### config.mk
export PLATFORM = sky130hd
export DESIGN_NAME = pipe_add32_flat
export DESIGN_NICKNAME = d
export VERILOG_FILES = /design/src/rtl/pipe_add32_if.sv /design/src/rtl/pipe_add32.sv /design/src/flat_wrapper.sv
export SDC_FILE = /design/constraint.sdc
export NUM_CORES = 1
export LEC_CHECK = 0
export BUFFER_PORTS_ARGS = -buffer_cell sky130_fd_sc_hd__buf_2
export CAP_MARGIN = 20
export CELL_PAD_IN_SITES_DETAIL_PLACEMENT = 1
export CELL_PAD_IN_SITES_GLOBAL_PLACEMENT = 1
export CORE_MARGIN = 1
export CORE_UTILIZATION = 30
export CTS_CLUSTER_SIZE = 40
export DETAILED_ROUTE_END_ITERATION = 7
export GPL_TIMING_DRIVEN = 0
export PLACE_DENSITY_LB_ADDON = 0.1
export SLEW_MARGIN = 10
export SYNTH_ARGS = -nofsm -noshare
export SYNTH_HDL_FRONTEND = slang
export SYNTH_SLANG_ARGS = --single-unit
export TNS_END_PERCENT = 30
### constraint.sdc
create_clock -name clk -period 4.2 [get_ports clk]
set_clock_uncertainty 0.15 [all_clocks]
set_input_delay 0.84 -clock clk [delete_from_list [all_inputs] [get_ports clk]]
set_output_delay 0.84 -clock clk [all_outputs]
set_load 0.02 [all_outputs]
### src/rtl/pipe_add32_if.sv
// Handshake and data bundle for the two-stage 32-bit adder/subtractor.
// The slave side is the adder itself; the master side is the producer/consumer.
interface pipe_add32_if;
  // Operand side
  logic        in_valid;
  logic        in_ready;
  logic [31:0] a;
  logic [31:0] b;
  logic        sub;
  // Result side
  logic        out_valid;
  logic        out_ready;
  logic [31:0] sum;
  logic        cout;
  logic        zero;
  logic        sign;
  logic        ovf;

  modport slave (
    input  in_valid, a, b, sub, out_ready,
    output in_ready, out_valid, sum, cout, zero, sign, ovf
  );

  modport master (
    output in_valid, a, b, sub, out_ready,
    input  in_ready, out_valid, sum, cout, zero, sign, ovf
  );
endinterface

### src/rtl/pipe_add32.sv
// Two-stage pipelined 32-bit adder/subtractor with valid/ready handshakes.
// Stage 1 adds the low halves, stage 2 adds the high halves with the carry
// from stage 1 and registers the result and flags. Both 16-bit adders are
// built from four 4-bit carry-lookahead groups with a lookahead group carry.
module pipe_add32 (
  input  logic               clk,
  input  logic               rst,
  pipe_add32_if.slave        bus
);

  // 16-bit two-level carry-lookahead adder: returns {carry_out, sum}.
  function automatic logic [16:0] cla16(input logic [15:0] x,
                                        input logic [15:0] y,
                                        input logic        cin);
    logic [15:0] g;
    logic [15:0] p;
    logic [15:0] c;
    logic [3:0]  gg;
    logic [3:0]  gp;
    logic [4:0]  gc;
    g = x & y;
    p = x ^ y;
    // Group generate / propagate for each nibble
    for (int k = 0; k < 4; k++) begin
      gg[k] = g[4*k+3]
            | (p[4*k+3] & g[4*k+2])
            | (p[4*k+3] & p[4*k+2] & g[4*k+1])
            | (p[4*k+3] & p[4*k+2] & p[4*k+1] & g[4*k]);
      gp[k] = &p[4*k +: 4];
    end
    // Group carries come straight from the lookahead terms, never rippled
    gc[0] = cin;
    gc[1] = gg[0] | (gp[0] & cin);
    gc[2] = gg[1] | (gp[1] & gg[0]) | (gp[1] & gp[0] & cin);
    gc[3] = gg[2] | (gp[2] & gg[1]) | (gp[2] & gp[1] & gg[0])
          | (gp[2] & gp[1] & gp[0] & cin);
    gc[4] = gg[3] | (gp[3] & gg[2]) | (gp[3] & gp[2] & gg[1])
          | (gp[3] & gp[2] & gp[1] & gg[0])
          | (gp[3] & gp[2] & gp[1] & gp[0] & cin);
    // Bit carries inside each group, seeded by that group's carry-in
    for (int k = 0; k < 4; k++) begin
      c[4*k]   = gc[k];
      c[4*k+1] = g[4*k] | (p[4*k] & gc[k]);
      c[4*k+2] = g[4*k+1] | (p[4*k+1] & g[4*k]) | (p[4*k+1] & p[4*k] & gc[k]);
      c[4*k+3] = g[4*k+2] | (p[4*k+2] & g[4*k+1])
               | (p[4*k+2] & p[4*k+1] & g[4*k])
               | (p[4*k+2] & p[4*k+1] & p[4*k] & gc[k]);
    end
    return {gc[4], p ^ c};
  endfunction

  // Stage 1 state
  logic        s1_valid_r;
  logic [15:0] s1_sum_lo_r;
  logic        s1_c16_r;
  logic [15:0] s1_a_hi_r;
  logic [15:0] s1_b_hi_r;

  // Stage 2 / output state
  logic        out_valid_r;
  logic [31:0] sum_r;
  logic        cout_r;
  logic        zero_r;
  logic        sign_r;
  logic        ovf_r;

  // Combinational datapath and handshake terms
  logic [31:0] b_eff_s;
  logic [16:0] lo_s;
  logic [16:0] hi_s;
  logic        ovf_s;
  logic        out_adv_s;
  logic        s2_load_s;
  logic        in_ready_s;
  logic        in_fire_s;

  // Handshake: stage 2 may advance when empty or being drained this cycle
  always_comb begin
    out_adv_s  = !out_valid_r || bus.out_ready;
    s2_load_s  = s1_valid_r && out_adv_s;
    in_ready_s = !s1_valid_r || out_adv_s;
    in_fire_s  = bus.in_valid && in_ready_s;
  end

  // Datapath: low half from the live operands, high half from stage-1 registers
  always_comb begin
    b_eff_s = bus.b ^ {32{bus.sub}};
    lo_s    = cla16(bus.a[15:0], b_eff_s[15:0], bus.sub);
    hi_s    = cla16(s1_a_hi_r, s1_b_hi_r, s1_c16_r);
    ovf_s   = (s1_a_hi_r[15] == s1_b_hi_r[15]) && (hi_s[15] != s1_a_hi_r[15]);
  end

  // Stage 1 register: capture low-half result and high operands on input transfer
  always_ff @(posedge clk or negedge rst) begin
    if (!rst) begin
      s1_valid_r  <= 1'b0;
      s1_sum_lo_r <= 16'h0000;
      s1_c16_r    <= 1'b0;
      s1_a_hi_r   <= 16'h0000;
      s1_b_hi_r   <= 16'h0000;
    end else if (in_fire_s) begin
      s1_valid_r  <= 1'b1;
      s1_sum_lo_r <= lo_s[15:0];
      s1_c16_r    <= lo_s[16];
      s1_a_hi_r   <= bus.a[31:16];
      s1_b_hi_r   <= b_eff_s[31:16];
    end else if (s2_load_s) begin
      s1_valid_r  <= 1'b0;
    end
  end

  // Stage 2 register: complete the high half and hold results until consumed
  always_ff @(posedge clk or negedge rst) begin
    if (!rst) begin
      out_valid_r <= 1'b0;
      sum_r       <= 32'h0000_0000;
      cout_r      <= 1'b0;
      zero_r      <= 1'b0;
      sign_r      <= 1'b0;
      ovf_r       <= 1'b0;
    end else if (s2_load_s) begin
      out_valid_r <= 1'b1;
      sum_r       <= {hi_s[15:0], s1_sum_lo_r};
      cout_r      <= hi_s[16];
      zero_r      <= (hi_s[15:0] == 16'h0000) && (s1_sum_lo_r == 16'h0000);
      sign_r      <= hi_s[15];
      ovf_r       <= ovf_s;
    end else if (bus.out_ready) begin
      out_valid_r <= 1'b0;
    end
  end

  assign bus.in_ready  = in_ready_s;
  assign bus.out_valid = out_valid_r;
  assign bus.sum       = sum_r;
  assign bus.cout      = cout_r;
  assign bus.zero      = zero_r;
  assign bus.sign      = sign_r;
  assign bus.ovf       = ovf_r;

endmodule

### src/flat_wrapper.sv
// flat-port wrapper written by rule: the top's interface ports become plain ports
module pipe_add32_flat 
  (clk, rst, bus_in_valid, bus_a, bus_b, bus_sub, bus_out_ready, bus_in_ready, bus_out_valid, bus_sum, bus_cout, bus_zero, bus_sign, bus_ovf);
  pipe_add32_if bus_i ();
  input  logic clk;
  input  logic rst;
  input wire logic [$bits(bus_i.in_valid)-1:0] bus_in_valid;
  input wire logic [$bits(bus_i.a)-1:0] bus_a;
  input wire logic [$bits(bus_i.b)-1:0] bus_b;
  input wire logic [$bits(bus_i.sub)-1:0] bus_sub;
  input wire logic [$bits(bus_i.out_ready)-1:0] bus_out_ready;
  output wire logic [$bits(bus_i.in_ready)-1:0] bus_in_ready;
  output wire logic [$bits(bus_i.out_valid)-1:0] bus_out_valid;
  output wire logic [$bits(bus_i.sum)-1:0] bus_sum;
  output wire logic [$bits(bus_i.cout)-1:0] bus_cout;
  output wire logic [$bits(bus_i.zero)-1:0] bus_zero;
  output wire logic [$bits(bus_i.sign)-1:0] bus_sign;
  output wire logic [$bits(bus_i.ovf)-1:0] bus_ovf;
  assign bus_i.in_valid = bus_in_valid;
  assign bus_i.a = bus_a;
  assign bus_i.b = bus_b;
  assign bus_i.sub = bus_sub;
  assign bus_i.out_ready = bus_out_ready;
  assign bus_in_ready = bus_i.in_ready;
  assign bus_out_valid = bus_i.out_valid;
  assign bus_sum = bus_i.sum;
  assign bus_cout = bus_i.cout;
  assign bus_zero = bus_i.zero;
  assign bus_sign = bus_i.sign;
  assign bus_ovf = bus_i.ovf;
  pipe_add32 u_core (.clk(clk), .rst(rst), .bus(bus_i));
endmodule
# [Word level (Yosys, flattened, before mapping)]
# Cells that the tools add are included.
[totals] in_bits=69 n_memories=0 ram_bits=0 reg_bits=87 romBits=0 latch_bits=0 out_inout_bits=38
[classes] div=0 n_mul=0 n_bitwise=243 n_mux=4 shifts=0 add_sub_neg=0 magnitude_cmp=0 eq_ne=2 reduce_logical=20
[ops] cell="$and A1 B1 Y1" n=144
[ops] cell="$or A1 B1 Y1" n=92
[ops] cell="$xor A16 B16 Y16" n=4
[ops] cell="$and A16 B16 Y16" n=2
[ops] cell="$logic_not A16 Y1" n=2
[ops] cell="$reduce_and A4 Y1" n=8
[ops] cell="$xor A32 B32 Y32" n=1
[ops] cell="$logic_and A1 B1 Y1" n=4
[ops] cell="$mux W1" n=4
[ops] cell="$reduce_bool A2 Y1" n=2
[ops] cell="$logic_not A1 Y1" n=2
[ops] cell="$logic_or A1 B1 Y1" n=2
[ops] cell="$eq A1 B1 Y1" n=1
[ops] cell="$ne A1 B1 Y1" n=1

# [Longest topological paths before layout]
# Gate-level depths: netlist (run 1).
[logic_depth] depth_word=14 depth_mapped=12 ltp_nobuf=12

# [Worst setup path after synthesis (run 1)]
# No wires, ideal clock.
[synth_timing] path_kind="input to register" start="in bus_sub" end="reg u_core.s1_sum_lo_r[15]" n_path_buf=2 path_stages=11 setup_slack_ns=0.524 setup_time_ns=0.069 arrival_ns=3.457 t_required_ns=3.981 cell_sequence="buf_6 clkbuf_1 xor2_1 ha_1 a21o_1 a221oi_4 a2bb2oi_2 o31ai_1 o41a_1 or4b_1 nand3_1"
[synth_between] elab_chain_len=13
[synth_lines] item="start: declaration" line_no="flat_wrapper.sv:10" source="input wire logic [$bits(bus_i.sub)-1:0] bus_sub;"
[synth_lines] item="$xor A32 B32 Y32" line_no="pipe_add32.sv:87" source="b_eff_s = bus.b ^ {32{bus.sub}};"
[synth_lines] item="$xor A16 B16 Y16 / $and A16 B16 Y16 (equally long branches)" line_no="pipe_add32.sv:22, pipe_add32.sv:21"
[synth_lines] item="$and A1 B1 Y1, on equally long branches" line_no="pipe_add32.sv:26, pipe_add32.sv:27, pipe_add32.sv:28"
[synth_lines] item="$or A1 B1 Y1 (tied with other cells)" line_no="pipe_add32.sv:26" source="| (p[4*k+3] & g[4*k+2])"
[synth_lines] item="$or A1 B1 Y1 / $and A1 B1 Y1 (equally long branches)" line_no="pipe_add32.sv:27, pipe_add32.sv:28"
[synth_lines] item="$or A1 B1 Y1" line_no="pipe_add32.sv:28" source="| (p[4*k+3] & p[4*k+2] & p[4*k+1] & g[4*k]);"
[synth_lines] item="$and A1 B1 Y1" line_no="pipe_add32.sv:35" source="gc[3] = gg[2] | (gp[2] & gg[1]) | (gp[2] & gp[1] & gg[0])"
[synth_lines] item="$or A1 B1 Y1 (2 in a row)" line_no="pipe_add32.sv:35"
[synth_lines] item="$or A1 B1 Y1" line_no="pipe_add32.sv:36" source="| (gp[2] & gp[1] & gp[0] & cin);"
[synth_lines] item="$and A1 B1 Y1" line_no="pipe_add32.sv:47" source="| (p[4*k+2] & p[4*k+1] & p[4*k] & gc[k]);"
[synth_lines] item="$or A1 B1 Y1" line_no="pipe_add32.sv:47"
[synth_lines] item="$xor A16 B16 Y16 *" line_no="pipe_add32.sv:49" source="return {gc[4], p ^ c};"
[synth_lines] item="end signal: assignment" line_no="pipe_add32.sv:103" source="s1_sum_lo_r <= lo_s[15:0];"
[synth_lines] item="end: declaration" line_no="pipe_add32.sv:54" source="logic [15:0] s1_sum_lo_r;"
# Every way passes the cells marked *; elsewhere a longest branch is shown, timed or not.
# A chain may end at the register's enable or synchronous reset.

# [Worst setup path after layout (run 1)]
[layout_timing] start="reg u_core.s1_b_hi_r[6]" end="reg u_core.zero_r (netlist: u_core.bus.zero)"
[layout_rtl] item="start: declaration" line_no="pipe_add32.sv:57" source="logic [15:0] s1_b_hi_r;"
[layout_rtl] item="start signal: assignment" line_no="pipe_add32.sv:106" source="s1_b_hi_r <= b_eff_s[31:16];"
[layout_rtl] item="$and A16 B16 Y16 / $xor A16 B16 Y16 (equally long branches)" line_no="pipe_add32.sv:21, pipe_add32.sv:22"
[layout_rtl] item="$and A1 B1 Y1, on equally long branches" line_no="pipe_add32.sv:26, pipe_add32.sv:27, pipe_add32.sv:28"
[layout_rtl] item="$or A1 B1 Y1 (tied with other cells)" line_no="pipe_add32.sv:26"
[layout_rtl] item="$or A1 B1 Y1 / $and A1 B1 Y1 (equally long branches)" line_no="pipe_add32.sv:27, pipe_add32.sv:28"
[layout_rtl] item="$or A1 B1 Y1" line_no="pipe_add32.sv:28"
[layout_rtl] item="$and A1 B1 Y1" line_no="pipe_add32.sv:35"
[layout_rtl] item="$or A1 B1 Y1 (2 in a row)" line_no="pipe_add32.sv:35"
[layout_rtl] item="$or A1 B1 Y1 *" line_no="pipe_add32.sv:36"
[layout_rtl] item="$xor A16 B16 Y16 *" line_no="pipe_add32.sv:49"
[layout_rtl] item="named net u_core.hi_s[12]" line_no="pipe_add32.sv:70" source="logic [16:0] hi_s;"
[layout_rtl] item="$logic_not A16 Y1 *" line_no="pipe_add32.sv:125" source="zero_r <= (hi_s[15:0] == 16'h0000) && (s1_sum_lo_r == 16'h0000);"
[layout_rtl] item="$logic_and A1 B1 Y1 *" line_no="pipe_add32.sv:125"
[layout_rtl] item="end signal: assignment" line_no="pipe_add32.sv:125"
[layout_rtl] item="end: declaration" line_no="pipe_add32.sv:63" source="logic zero_r;"
# The timed path passes the listed nets; every way through them passes the cells marked *.

==> results of run 1 <==
==> placed cells by master, fill, tap and decap left out, drive strengths merged, types with 7 or more instances in the layout <==
master / n
buf: 111
dfrtp: 86
nand2: 58
o21ai: 45
mux2: 35
ha: 32
xor2: 31
clkbuf: 27
xnor2: 24
a21oi: 14
inv: 13
nor2: 12
nor3: 9
fa: 7
nor4: 7
==> logic make-up after synthesis <==
group | synth area share
AND/OR/NAND/NOR | 0.109
AO/OA/AOI/OAI | 0.120
flip-flops | 0.445
XOR/XNOR | 0.0996
adder cells (fa/ha/maj) | 0.112
multiplexers | 0.0877
buffers and inverters | 0.0272
==> cell type report <==
| cell class | count | area (sq um) |
|---|---|---|
| fill | 1812 | 9810 |
| inverter | 13 | 48.8 |
| buffer | 19 | 83.8 |
| tap | 216 | 270 |
| multi-input combinational | 332 | 2570 |
| timing repair buffer | 106 | 556 |
| sequential | 86 | 2150 |
| clock inverter | 3 | 65.1 |
| clock buffer | 13 | 270 |
==> Yosys cell counts (7+ instances only) <==
cell / count / share of area
sky130_fd_sc_hd__ha_1: 32 / 0.083
sky130_fd_sc_hd__nor3_1: 9 / 0.0093
sky130_fd_sc_hd__fa_1: 7 / 0.029
sky130_fd_sc_hd__nand2_1: 58 / 0.045
sky130_fd_sc_hd__inv_1: 13 / 0.010
sky130_fd_sc_hd__nor2_1: 12 / 0.0093
sky130_fd_sc_hd__dfrtp_1: 86 / 0.45
sky130_fd_sc_hd__xnor2_1: 24 / 0.043
sky130_fd_sc_hd__nor4_1: 7 / 0.0091
sky130_fd_sc_hd__clkbuf_1: 14 / 0.011
sky130_fd_sc_hd__xor2_1: 31 / 0.056
sky130_fd_sc_hd__a21oi_1: 12 / 0.012
sky130_fd_sc_hd__o21ai_0: 45 / 0.047
sky130_fd_sc_hd__mux2_2: 35 / 0.082
==> flip-flops by register name (all words and copies together) (netlist names) <==
name and flops:
u_core.s1_valid_r 1, u_core.s1_sum_lo_r 16, u_core.bus.cout 1, u_core.bus.sum 32, u_core.s1_b_hi_r 16, u_core.bus.zero 1, u_core.bus.out_valid 1, u_core.s1_a_hi_r 16
u_core.bus.ovf 1, u_core.s1_c16_r 1
==> timing repair <==
action,4_1_cts,5_1_grt
setup endpoints to repair,1,2
resized for setup,2,5
hold buffers,0,0
==> power groups by stage <==
stage,logic (mW),clock network [mW],registers (mW)
finish,1.22,0.905,1.22
global placement,1.19,0,1.24
global route,1.36,0.963,1.26
detailed placement,1.23,0,1.24
CTS,1.24,0.937,1.23
floorplan,0.643,0,1.38
==> worst min path at each step <==
stage | to | cells after the start
6_report | u_core.bus.sum[18]$_DFFE_PN0P_ | 1
4_1_cts | u_core.bus.sum[26]$_DFFE_PN0P_ | 1
2_1_floorplan | u_core.s1_b_hi_r[10]$_DFFE_PN0P_ | 2
5_1_grt | u_core.bus.sum[18]$_DFFE_PN0P_ | 1
3_3_place_gp | u_core.bus.out_valid$_DFFE_PN0P_ | 1
3_5_place_dp | u_core.bus.sum[27]$_DFFE_PN0P_ | 2
==> metrics by stage <==
step,setup slack (ps),power (mW)
floorplan,524,2.03
global placement,-101,2.43
detailed placement,-166,2.48
CTS,48.4,3.41
global route,27.6,3.59
finish,265,3.35
==> routing by layer <==
| metal | share of wire | track usage | wire (um) | vias to the layer above |
|---|---|---|---|---|
| li1 | - | - | - | 1799 |
| met1 | 0.46 | 0.221 | 6110 | 1823 |
| met2 | 0.47 | 0.279 | 6240 | 82 |
| met3 | 0.045 | 0.0412 | 588 | 14 |
| met4 | 0.015 | 0.0651 | 203 | 2 |
| met5 | 0.00076 | 0 | 10 | - |
==> critical path, stage by stage (launching register included) <==
cell and delay (ps):
sky130_fd_sc_hd__dfrtp_1 390, sky130_fd_sc_hd__ha_1 360, sky130_fd_sc_hd__and2_1 200, sky130_fd_sc_hd__a221oi_1 340
sky130_fd_sc_hd__and2_1 220, sky130_fd_sc_hd__a211oi_2 110, sky130_fd_sc_hd__nand2b_1 200, sky130_fd_sc_hd__fa_1 550
sky130_fd_sc_hd__nor4_2 400, sky130_fd_sc_hd__nand4b_1 160, sky130_fd_sc_hd__nor4_2 350, sky130_fd_sc_hd__o311ai_0 220
sky130_fd_sc_hd__a22oi_1 210
==> out/results.ini, run 1 <==
[placed_design]
gp_congestion = 0.778
portBuffers = 105
placed_area_sq_um = 5660
dp_cells = 772
detailed_place_hpwl_um = 10200

[flow_run]
max_cap_viol_count = 0

[sta]
final_period_minus_worst_setup_slack_ps = 3940
fin_worst_hold_slack_ps = 299
setup_viol_count_final = 0
tns_ps = 0
fmaxAchievable_ghz = 0.254
grt_setup_unrepaired = no
report.final.slew_viol_count = 0
timing.final.crit_share = 0.937
timing.max_slew.rel_slack = 0.471
tightest_slew_ps = 793
finalHoldViolations = 0

[synthesis]
async_reset_ff_frac = 1.00
synth-seq-area-share = 0.445
synth_cell_area_sq_um = 4840
synthFlopType = sky130_fd_sc_hd__dfrtp_1
postSynthCellCount = 450
synth_edf_count = 0
synth.net_count = 558
synth_seq_cells = 86
post_synth_num_cell_types = 50
synth_warnings = 0
post_synth.cell_area_avg_sq_um = 10.7

[setup_path]
reg2reg_depth = 12
cp.required_ps = 4320
timing.critical_path.fanout_max = 5
crit-reg2reg-launch = u_core.s1_b_hi_r[6]$_DFFE_PN0P_
timing.critical_path.to = u_core.bus.zero$_DFFE_PN0P_
r2r-end = u_core.bus.zero$_DFFE_PN0P_
worstSetupEndpointType = register
critPathArrivalTime_ps = 4060
criticalPathCategory = reg2reg
cp-start-kind = register
ff2ff_setup_slack_ps = 260
crit_path_start = u_core.s1_b_hi_r[6]$_DFFE_PN0P_

[floorplan]
die_height_um = 129
design.core.area_sq_um = 15800
floorplan.initialDensity = 0.306
io-pin-count = 107
die_area_sq_um = 16600
placementRows = 46
dieWidth_um = 129

[layout]
area.growth.synth_to_final_pct = 24.4
stdcell_count = 788
post-route-util = 0.380
finish.net_count = 675
final_design_area_no_fill_sq_um = 6020
drive_gt1_frac = 0.294
n_antenna_cell = 0

[grt]
grt_pass1_vias = 3930
first_pass_grt_wire_length_um = 21200
grt_use_total = 0.172
grt_antenna_before_repair = 1
grt_max_degree = 53
gr-total-overflow = 0

[drt]
drt_drc_violations_left = 0
routed_wire_length_per_instance_um = 16.7
antenna_violating_nets_post_route = 0
via_per_inst = 4.72
drt_pass1_iterations = 4
vias = 3720
drt-total-wl_um = 13100
drt_iter0_markers = 116

[power_and_ir_drop]
power_per_cell_area_nw_per_um2 = 557
switching_share = 0.361
power.net_switching_mw = 1.21
power.leakage_nw = 2.80
ir_worst_vdd_v = 0.000213
pwr-share-seq = 0.365
p_int_mw = 2.14
comb_power_share = 0.365
p_clk_frac = 0.270

[clocking]
clockBufferDepth = 2
clock_latency_ps = 350
cts_setup_buffers = 0
path_clk_slew_ps = 60
tritoncts = yes
cts_buffers = 9
clock_tree.htree_level_count = 3
cts_num_sinks = 86
cts_root_buf = sky130_fd_sc_hd__clkbuf_16

[worst_hold_path]
hold_path_class = in2async

[run_status]
run_status = finished, final reports clean

(Power assumes the default switching activity.)
==> run 2, diff against run 1 <==
--- a/config.mk
+++ b/config.mk
@@ -14,6 +14,7 @@
 export CTS_CLUSTER_SIZE = 40
 export DETAILED_ROUTE_END_ITERATION = 7
 export GPL_TIMING_DRIVEN = 0
+export MAX_ROUTING_LAYER = met4
 export PLACE_DENSITY_LB_ADDON = 0.1
 export SLEW_MARGIN = 10
 export SYNTH_ARGS = -nofsm -noshare
==> out/results.ini, run 2 (synthesis gave the netlist of run 1 again) <==
[setup_path]
cp-start-kind = register
timing.critical_path.fanout_max = 5  ; unchanged
criticalPathCategory = reg2reg
timing.critical_path.slowest_stage_cell = sky130_fd_sc_hd__fa_1
critPathArrivalTime_ps = 4070  ; about the same
reg2reg_depth = 12  ; unchanged
crit-reg2reg-launch = u_core.s1_b_hi_r[6]$_DFFE_PN0P_
worstSetupEndpointType = register
path_cells = ha_1 > and2_1 > a221oi_1 > and2_1 > a211oi_2 > nand2b_1 > fa_1 > nor4_2 > nand4b_1 > nor4_2 > o311ai_0 > a22oi_1
critPathMaxStageDelay_ps = 550  ; about the same
crit_path_start = u_core.s1_b_hi_r[6]$_DFFE_PN0P_
cp.required_ps = 4320  ; about the same

[floorplan]
placementRows = 46  ; unchanged
dieWidth_um = 129  ; unchanged
design.core.area_sq_um = 15800  ; unchanged
floorplan.initialDensity = 0.306  ; unchanged
io-pin-count = 107  ; unchanged
die_height_um = 129  ; unchanged
die_area_sq_um = 16600  ; unchanged

[grt]
grt_max_degree = 53  ; unchanged
first_pass_grt_wire_length_um = 21100  ; about the same
grt_use_total = 0.177  ; +0.00511
grt_pass1_vias = 3918  ; -0.31%
gr-total-overflow = 0  ; unchanged
grt_antenna_before_repair = 1  ; unchanged

[drt]
via_per_inst = 4.73  ; +0.22%
drt_pass1_iterations = 4  ; unchanged
drt_drc_violations_left = 0  ; unchanged
route.met2.wl_um = 6260  ; +0.32%
drt_iter0_markers = 145  ; +25%
vias = 3733  ; +0.35%
routed_wire_length_per_instance_um = 16.7  ; about the same
topRoutingLayerUsed = met4
met1Wirelength_um = 6170  ; +1.0%
dr_wl_met3_um = 487  ; -17%
antenna_violating_nets_post_route = 0  ; unchanged
drt-total-wl_um = 13200  ; +0.13%

[layout]
num-fill-cells = 1813  ; +0.055%
area.growth.synth_to_final_pct = 24.5  ; about the same
drive_gt1_frac = 0.294  ; unchanged
final_common_cell = sky130_fd_sc_hd__buf_2
stdcell_count = 789  ; +0.13%
post-route-util = 0.380  ; about the same
largest_register_ff_count = 32  ; unchanged
finish.net_count = 675  ; unchanged
final_cell_mix = sky130_fd_sc_hd__buf_2, sky130_fd_sc_hd__dfrtp_1, sky130_fd_sc_hd__nand2_1, sky130_fd_sc_hd__o21ai_0, sky130_fd_sc_hd__mux2_2

[clocking]
cts_setup_buffers = 0  ; unchanged
cts_buffers = 9  ; unchanged
clock_tree.htree_level_count = 3  ; unchanged
cts_num_sinks = 86  ; unchanged
path_clk_slew_ps = 70  ; about the same
tritoncts = yes
post_cts_hold_buffer_count = 0  ; unchanged
clock_latency_ps = 350  ; about the same
cts_root_buf = sky130_fd_sc_hd__clkbuf_16
clockBufferDepth = 2  ; unchanged

[sta]
grt_setup_unrepaired = no
final_period_minus_worst_setup_slack_ps = 3940  ; +9.55 ps
report.final.slew_viol_count = 0  ; unchanged
finalHoldViolations = 0  ; unchanged
setup_viol_count_final = 0  ; unchanged
timing.max_slew.rel_slack = 0.471  ; about the same
fmaxAchievable_ghz = 0.253  ; -0.24%
timing.final.crit_share = 0.939  ; +0.00227
tns_ps = 0  ; unchanged
tightest_slew_ps = 794  ; +0.660 ps

[placed_design]
portBuffers = 105  ; unchanged
dp_cells = 772  ; unchanged
detailed_place_hpwl_um = 10200  ; unchanged
gp_congestion = 0.789  ; +1.4%

[flow_run]
max_cap_viol_count = 0  ; unchanged

[power_and_ir_drop]
fin_total_pwr_mw = 3.36  ; +0.24%
ir_worst_vdd_v = 0.000216  ; +1.3%
power_per_cell_area_nw_per_um2 = 558  ; +0.20%
power.leakage_nw = 2.80  ; about the same

[worst_hold_path]
hold_path_class = in2async

[run_status]
run_status = finished, final reports clean

[run 2: cell count changes in the layout (fill, tap and decap cells not counted), sizes merged]
cell / delta
diode: +1
[run 2: metal layers]
layer,vias to the layer above,track usage
li1,1802,-
met3,15,0.0291
met5,-,-
met1,1834,0.223
met4,0,0.0775
met2,82,0.279
[run 2: report_power, final]
| group | switching (mW) | internal (mW) | total [mW] |
|---|---|---|---|
| Combinational | 0.719 | 0.504 | 1.22 |
| Clock | 0.342 | 0.569 | 0.911 |
| Sequential | 0.156 | 1.07 | 1.22 |
| Total | 1.22 | 2.14 | 3.36 |
[run 2: final cells by class]
type | count | area (sq um) | share of cell area
clock inverter | 3 | 65.1 | 0.0108
clock buffer | 13 | 270 | 0.0449
inverter | 13 | 48.8 | 0.00811
timing repair buffer | 106 | 556 | 0.0923
antenna | 1 | 2.50 | 0.000416
sequential | 86 | 2150 | 0.358
buffer | 19 | 83.8 | 0.0139
tap | 216 | 270 | 0.0449
multi-input combinational | 332 | 2570 | 0.427
[run 2: stage by stage]
step	setup slack (ps)	area (sq um)	hold slack (ps)
after floorplan	524	4840	306
after global placement	-101	5630	310
after detailed placement	-166	5660	315
after CTS	48.4	6010	314
after global routing	29.4	6020	330
final	255	6020	295
[run 2: timing repair]
action | in CTS | in global routing
gates cloned | 0 | 0
pin swaps | 0 | 0
setup endpoints to repair | 1 | 2
resized for setup | 2 | 5
[run 2: path summary, 6_finish.rpt]
path	to	slack (ps)
max	u_core.bus.zero$_DFFE_PN0P_	260
min	u_core.bus.sum[21]$_DFFE_PN0P_	300
max reg2reg	u_core.bus.zero$_DFFE_PN0P_	260
min reg2reg	u_core.bus.sum[27]$_DFFE_PN0P_	320
max in group asynchronous	u_core.s1_b_hi_r[1]$_DFFE_PN0P_	2960
min in group clk	u_core.bus.sum[27]$_DFFE_PN0P_	320
[run 2: worst max-delay path: cells and delay by family (launching register included)]
family                     cells  cell delay, ps
adders and majority gates      2             910
AOI/OAI and AO/OA              4             880
DFF                            1             390
and+or+nand+nor                6            1530
==> run 3, diff against run 2 <==
--- a/config.mk
+++ b/config.mk
@@ -5,6 +5,7 @@
 export SDC_FILE = /design/constraint.sdc
 export NUM_CORES = 1
 export LEC_CHECK = 0
+export ABC_AREA = 1
 export BUFFER_PORTS_ARGS = -buffer_cell sky130_fd_sc_hd__buf_2
 export CAP_MARGIN = 20
 export CELL_PAD_IN_SITES_DETAIL_PLACEMENT = 1
==> out/results.ini, run 3 <==
[synthesis]
synthFlopType = sky130_fd_sc_hd__dfrtp_1
synthAdderAreaFrac = 0.104  ; -0.00763
synth-seq-area-share = 0.415  ; -0.0304
yosys.area_share.simple = 0.278  ; +0.170
synth_warnings = 0  ; unchanged
synth_seq_cells = 86  ; unchanged
share_of_cell_area_taken_by_muxes_after_synthesis = 0  ; -0.0877
synth.cells.most_frequent = sky130_fd_sc_hd__nand2_1, sky130_fd_sc_hd__dfrtp_1, sky130_fd_sc_hd__inv_1
yosysMostFrequentCell = sky130_fd_sc_hd__nand2_1
synth-compound-area-share = 0.0726  ; -0.0472
post_synth_num_cell_types = 40  ; -20%
synth_cell_area_sq_um = 5190  ; +7.3%
area_share_of_xor_xnor_cells_in_the_synthesized_design = 0.0675  ; -0.0321
area_share_of_the_largest_cell_type_after_synthesis = 0.415  ; -0.0304
synth.net_count = 756  ; +35%
post_synth.cell_area_avg_sq_um = 8.01  ; -25%
postSynthCellCount = 648  ; +44%
synth_edf_count = 0  ; unchanged
synth_top_family_by_area = simple AND/OR/NAND/NOR gates
yosys.area.top_type = sky130_fd_sc_hd__dfrtp_1
ys_top_cells_by_area = sky130_fd_sc_hd__dfrtp_1, sky130_fd_sc_hd__nand2_1, sky130_fd_sc_hd__ha_1
async_reset_ff_frac = 1.00  ; unchanged

[grt]
grt_use_total = 0.196  ; +0.0194
grt_antenna_before_repair = 0  ; -1
first_pass_grt_wire_length_um = 25800  ; +22%
gr-total-overflow = 0  ; unchanged
grt_pass1_vias = 4820  ; +23%
grt_max_degree = 63  ; +19%

[setup_path]
r2r-end = u_core.bus.zero$_DFFE_PN0P_
crit-reg2reg-launch = u_core.s1_b_hi_r[6]$_DFFE_PN0P_
ff2ff_setup_slack_ps = 750  ; +490 ps
timing.critical_path.fanout_max = 5  ; unchanged
worstSetupEndpointType = register
timing.critical_path.max_delay_family = simple AND/OR/NAND/NOR gates
critPathMaxStageDelay_ps = 590  ; +40 ps
reg2reg_depth = 19  ; +7
critPathArrivalTime_ps = 3590  ; -480 ps
cp_num_buf_inv = 1  ; +1
worst_path_most_repeated_cell = sky130_fd_sc_hd__nand3_1
criticalPathCategory = reg2reg
path_cells = ha_1 > nand2_2 > inv_1 > nand3_1 > nand3_1 > nand2_1 > nand4_2 > fa_1 > nor2_1 > nand3_1 > nor2_1 > nand2_1 > nor2_1 > nand3_1 > nor2_1 > nand3_1 > nor2_2 > nand4_1 > nand2_1
cp.required_ps = 4340  ; +20 ps
cp-start-kind = register
timing.critical_path.slowest_stage_cell = sky130_fd_sc_hd__fa_1

[run_status]
run_status = finished, final reports clean

[layout]
drive_gt1_frac = 0.217  ; -0.0768
final_common_cell = sky130_fd_sc_hd__nand2_1
finish.net_count = 873  ; +29%
area.growth.synth_to_final_pct = 22.0
stdcell_count = 990  ; +25%
final_cell_mix = sky130_fd_sc_hd__nand2_1, sky130_fd_sc_hd__buf_2, sky130_fd_sc_hd__dfrtp_1, sky130_fd_sc_hd__inv_1, sky130_fd_sc_hd__o21ai_0
largest_register_ff_count = 32  ; unchanged
n_antenna_cell = 0  ; -1

[clocking]
cts_root_buf = sky130_fd_sc_hd__clkbuf_16
gates_resized_cts_repair = 0  ; -2
cts_buffers = 9  ; unchanged
post_cts_hold_buffer_count = 0  ; unchanged
cts_setup_buffers = 0  ; unchanged
cts_num_sinks = 86  ; unchanged
clockBufferDepth = 2  ; unchanged
path_clk_slew_ps = 60  ; about the same
clock_tree.htree_level_count = 3  ; unchanged
clock_latency_ps = 350  ; about the same
tritoncts = yes

[placed_design]
dp_cells = 974  ; +26%
portBuffers = 105  ; unchanged
gp_congestion = 0.847  ; +7.4%
detailed_place_hpwl_um = 12300  ; +21%

[floorplan]
dieWidth_um = 134  ; +3.5%
die_height_um = 134  ; +3.5%
floorplan.initialDensity = 0.310  ; +0.00413
io-pin-count = 107  ; unchanged
design.core.area_sq_um = 16800  ; +5.9%
die_area_sq_um = 17800  ; +7.2%
placementRows = 47  ; +2.2%

[drt]
drt-total-wl_um = 15700  ; +19%
drt_iter0_markers = 156  ; +7.6%
drt_pass1_iterations = 4  ; unchanged
antenna_violating_nets_post_route = 0  ; unchanged
vias = 4566  ; +22%
drt_drc_violations_left = 0  ; unchanged
via_per_inst = 4.61  ; -2.5%
routed_wire_length_per_instance_um = 15.8  ; -5.2%

[sta]
report.final.slew_viol_count = 0  ; unchanged
setup_viol_count_final = 0  ; unchanged
timing.final.crit_share = 0.822  ; -0.117
tightest_slew_ps = 737  ; -56.8 ps
tns_ps = 0  ; unchanged
fmaxAchievable_ghz = 0.290  ; +14%
timing.max_slew.rel_slack = 0.509  ; +0.0379
grt_setup_unrepaired = no
final_period_minus_worst_setup_slack_ps = 3450  ; -491 ps
finalHoldViolations = 0  ; unchanged

[power_and_ir_drop]
ir_worst_vdd_v = 0.000234  ; +8.4%
power.leakage_nw = 3.35  ; +20%
power_per_cell_area_nw_per_um2 = 542  ; -2.8%

[worst_hold_path]
hold_path_class = in2async

[flow_run]
max_cap_viol_count = 0  ; unchanged

-- run 3: where the power goes --
group	switching [mW]	internal [mW]
logic	0.871	0.483
registers	0.176	1.07
clock network	0.339	0.493
-- run 3: cell type report --
type | count | area, sq um
inverter | 60 | 225
sequential | 86 | 2150
tap | 220 | 275
buffer | 21 | 100
clock inverter | 5 | 56.3
multi-input combinational | 481 | 2710
clock buffer | 11 | 253
fill | 2075 | 10400
timing repair buffer | 106 | 556
-- run 3: worst reg2reg max path, stage by stage (launching register included) --
cell	delay, ps
sky130_fd_sc_hd__dfrtp_1	390
sky130_fd_sc_hd__ha_1	370
sky130_fd_sc_hd__nand2_2	130
sky130_fd_sc_hd__inv_1	70
sky130_fd_sc_hd__nand3_1	80
sky130_fd_sc_hd__nand3_1	110
sky130_fd_sc_hd__nand2_1	90
sky130_fd_sc_hd__nand4_2	180
sky130_fd_sc_hd__fa_1	600
sky130_fd_sc_hd__nor2_1	170
sky130_fd_sc_hd__nand3_1	110
sky130_fd_sc_hd__nor2_1	100
sky130_fd_sc_hd__nand2_1	50
sky130_fd_sc_hd__nor2_1	120
sky130_fd_sc_hd__nand3_1	80
sky130_fd_sc_hd__nor2_1	150
sky130_fd_sc_hd__nand3_1	130
sky130_fd_sc_hd__nor2_2	120
sky130_fd_sc_hd__nand4_1	120
sky130_fd_sc_hd__nand2_1	70
-- run 3: kinds of logic after synthesis --
kind of cell    after synthesis
xor+xnor                     40
flops                        86
fa+ha+maj                    39
compound gates               68
simple gates                334
buf+inv                      81
-- run 3: how the worst max path moves through the flow --
stage	start	to	slack [ps]	cells past startpoint
6_report	u_core.s1_b_hi_r[6]$_DFFE_PN0P_	u_core.bus.zero$_DFFE_PN0P_	750	19
2_1_floorplan	bus_sub	u_core.s1_sum_lo_r[13]$_DFFE_PN0P_	950	17
3_5_place_dp	bus_sub	u_core.s1_sum_lo_r[13]$_DFFE_PN0P_	380	14
3_3_place_gp	bus_sub	u_core.s1_sum_lo_r[13]$_DFFE_PN0P_	440	17
4_1_cts	u_core.s1_b_hi_r[6]$_DFFE_PN0P_	u_core.bus.zero$_DFFE_PN0P_	720	19
5_1_grt	u_core.s1_b_hi_r[6]$_DFFE_PN0P_	u_core.bus.zero$_DFFE_PN0P_	570	19
-- run 3: through the flow --
step                setup slack [ps]  instance area, sq um  hold WS (ps)  power, mW   util
CTS                              715                  6330           258       3.48  0.378
global placement                 442                  5990           311       2.59  0.357
global route                     568                  6330           270       3.70  0.378
detailed placement               378                  6020           310       2.63  0.359
finish                           746                  6330           257       3.43  0.378
floorplan                        955                  5190           299       2.12      -
-- run 3: metal layers --
layer | track usage | up-vias | wire length, um
met5 | - | - | 0
li1 | - | 2289 | -
met2 | 0.313 | 70 | 7440
met4 | 0.0574 | 0 | 197
met1 | 0.259 | 2192 | 7610
met3 | 0.0270 | 15 | 416
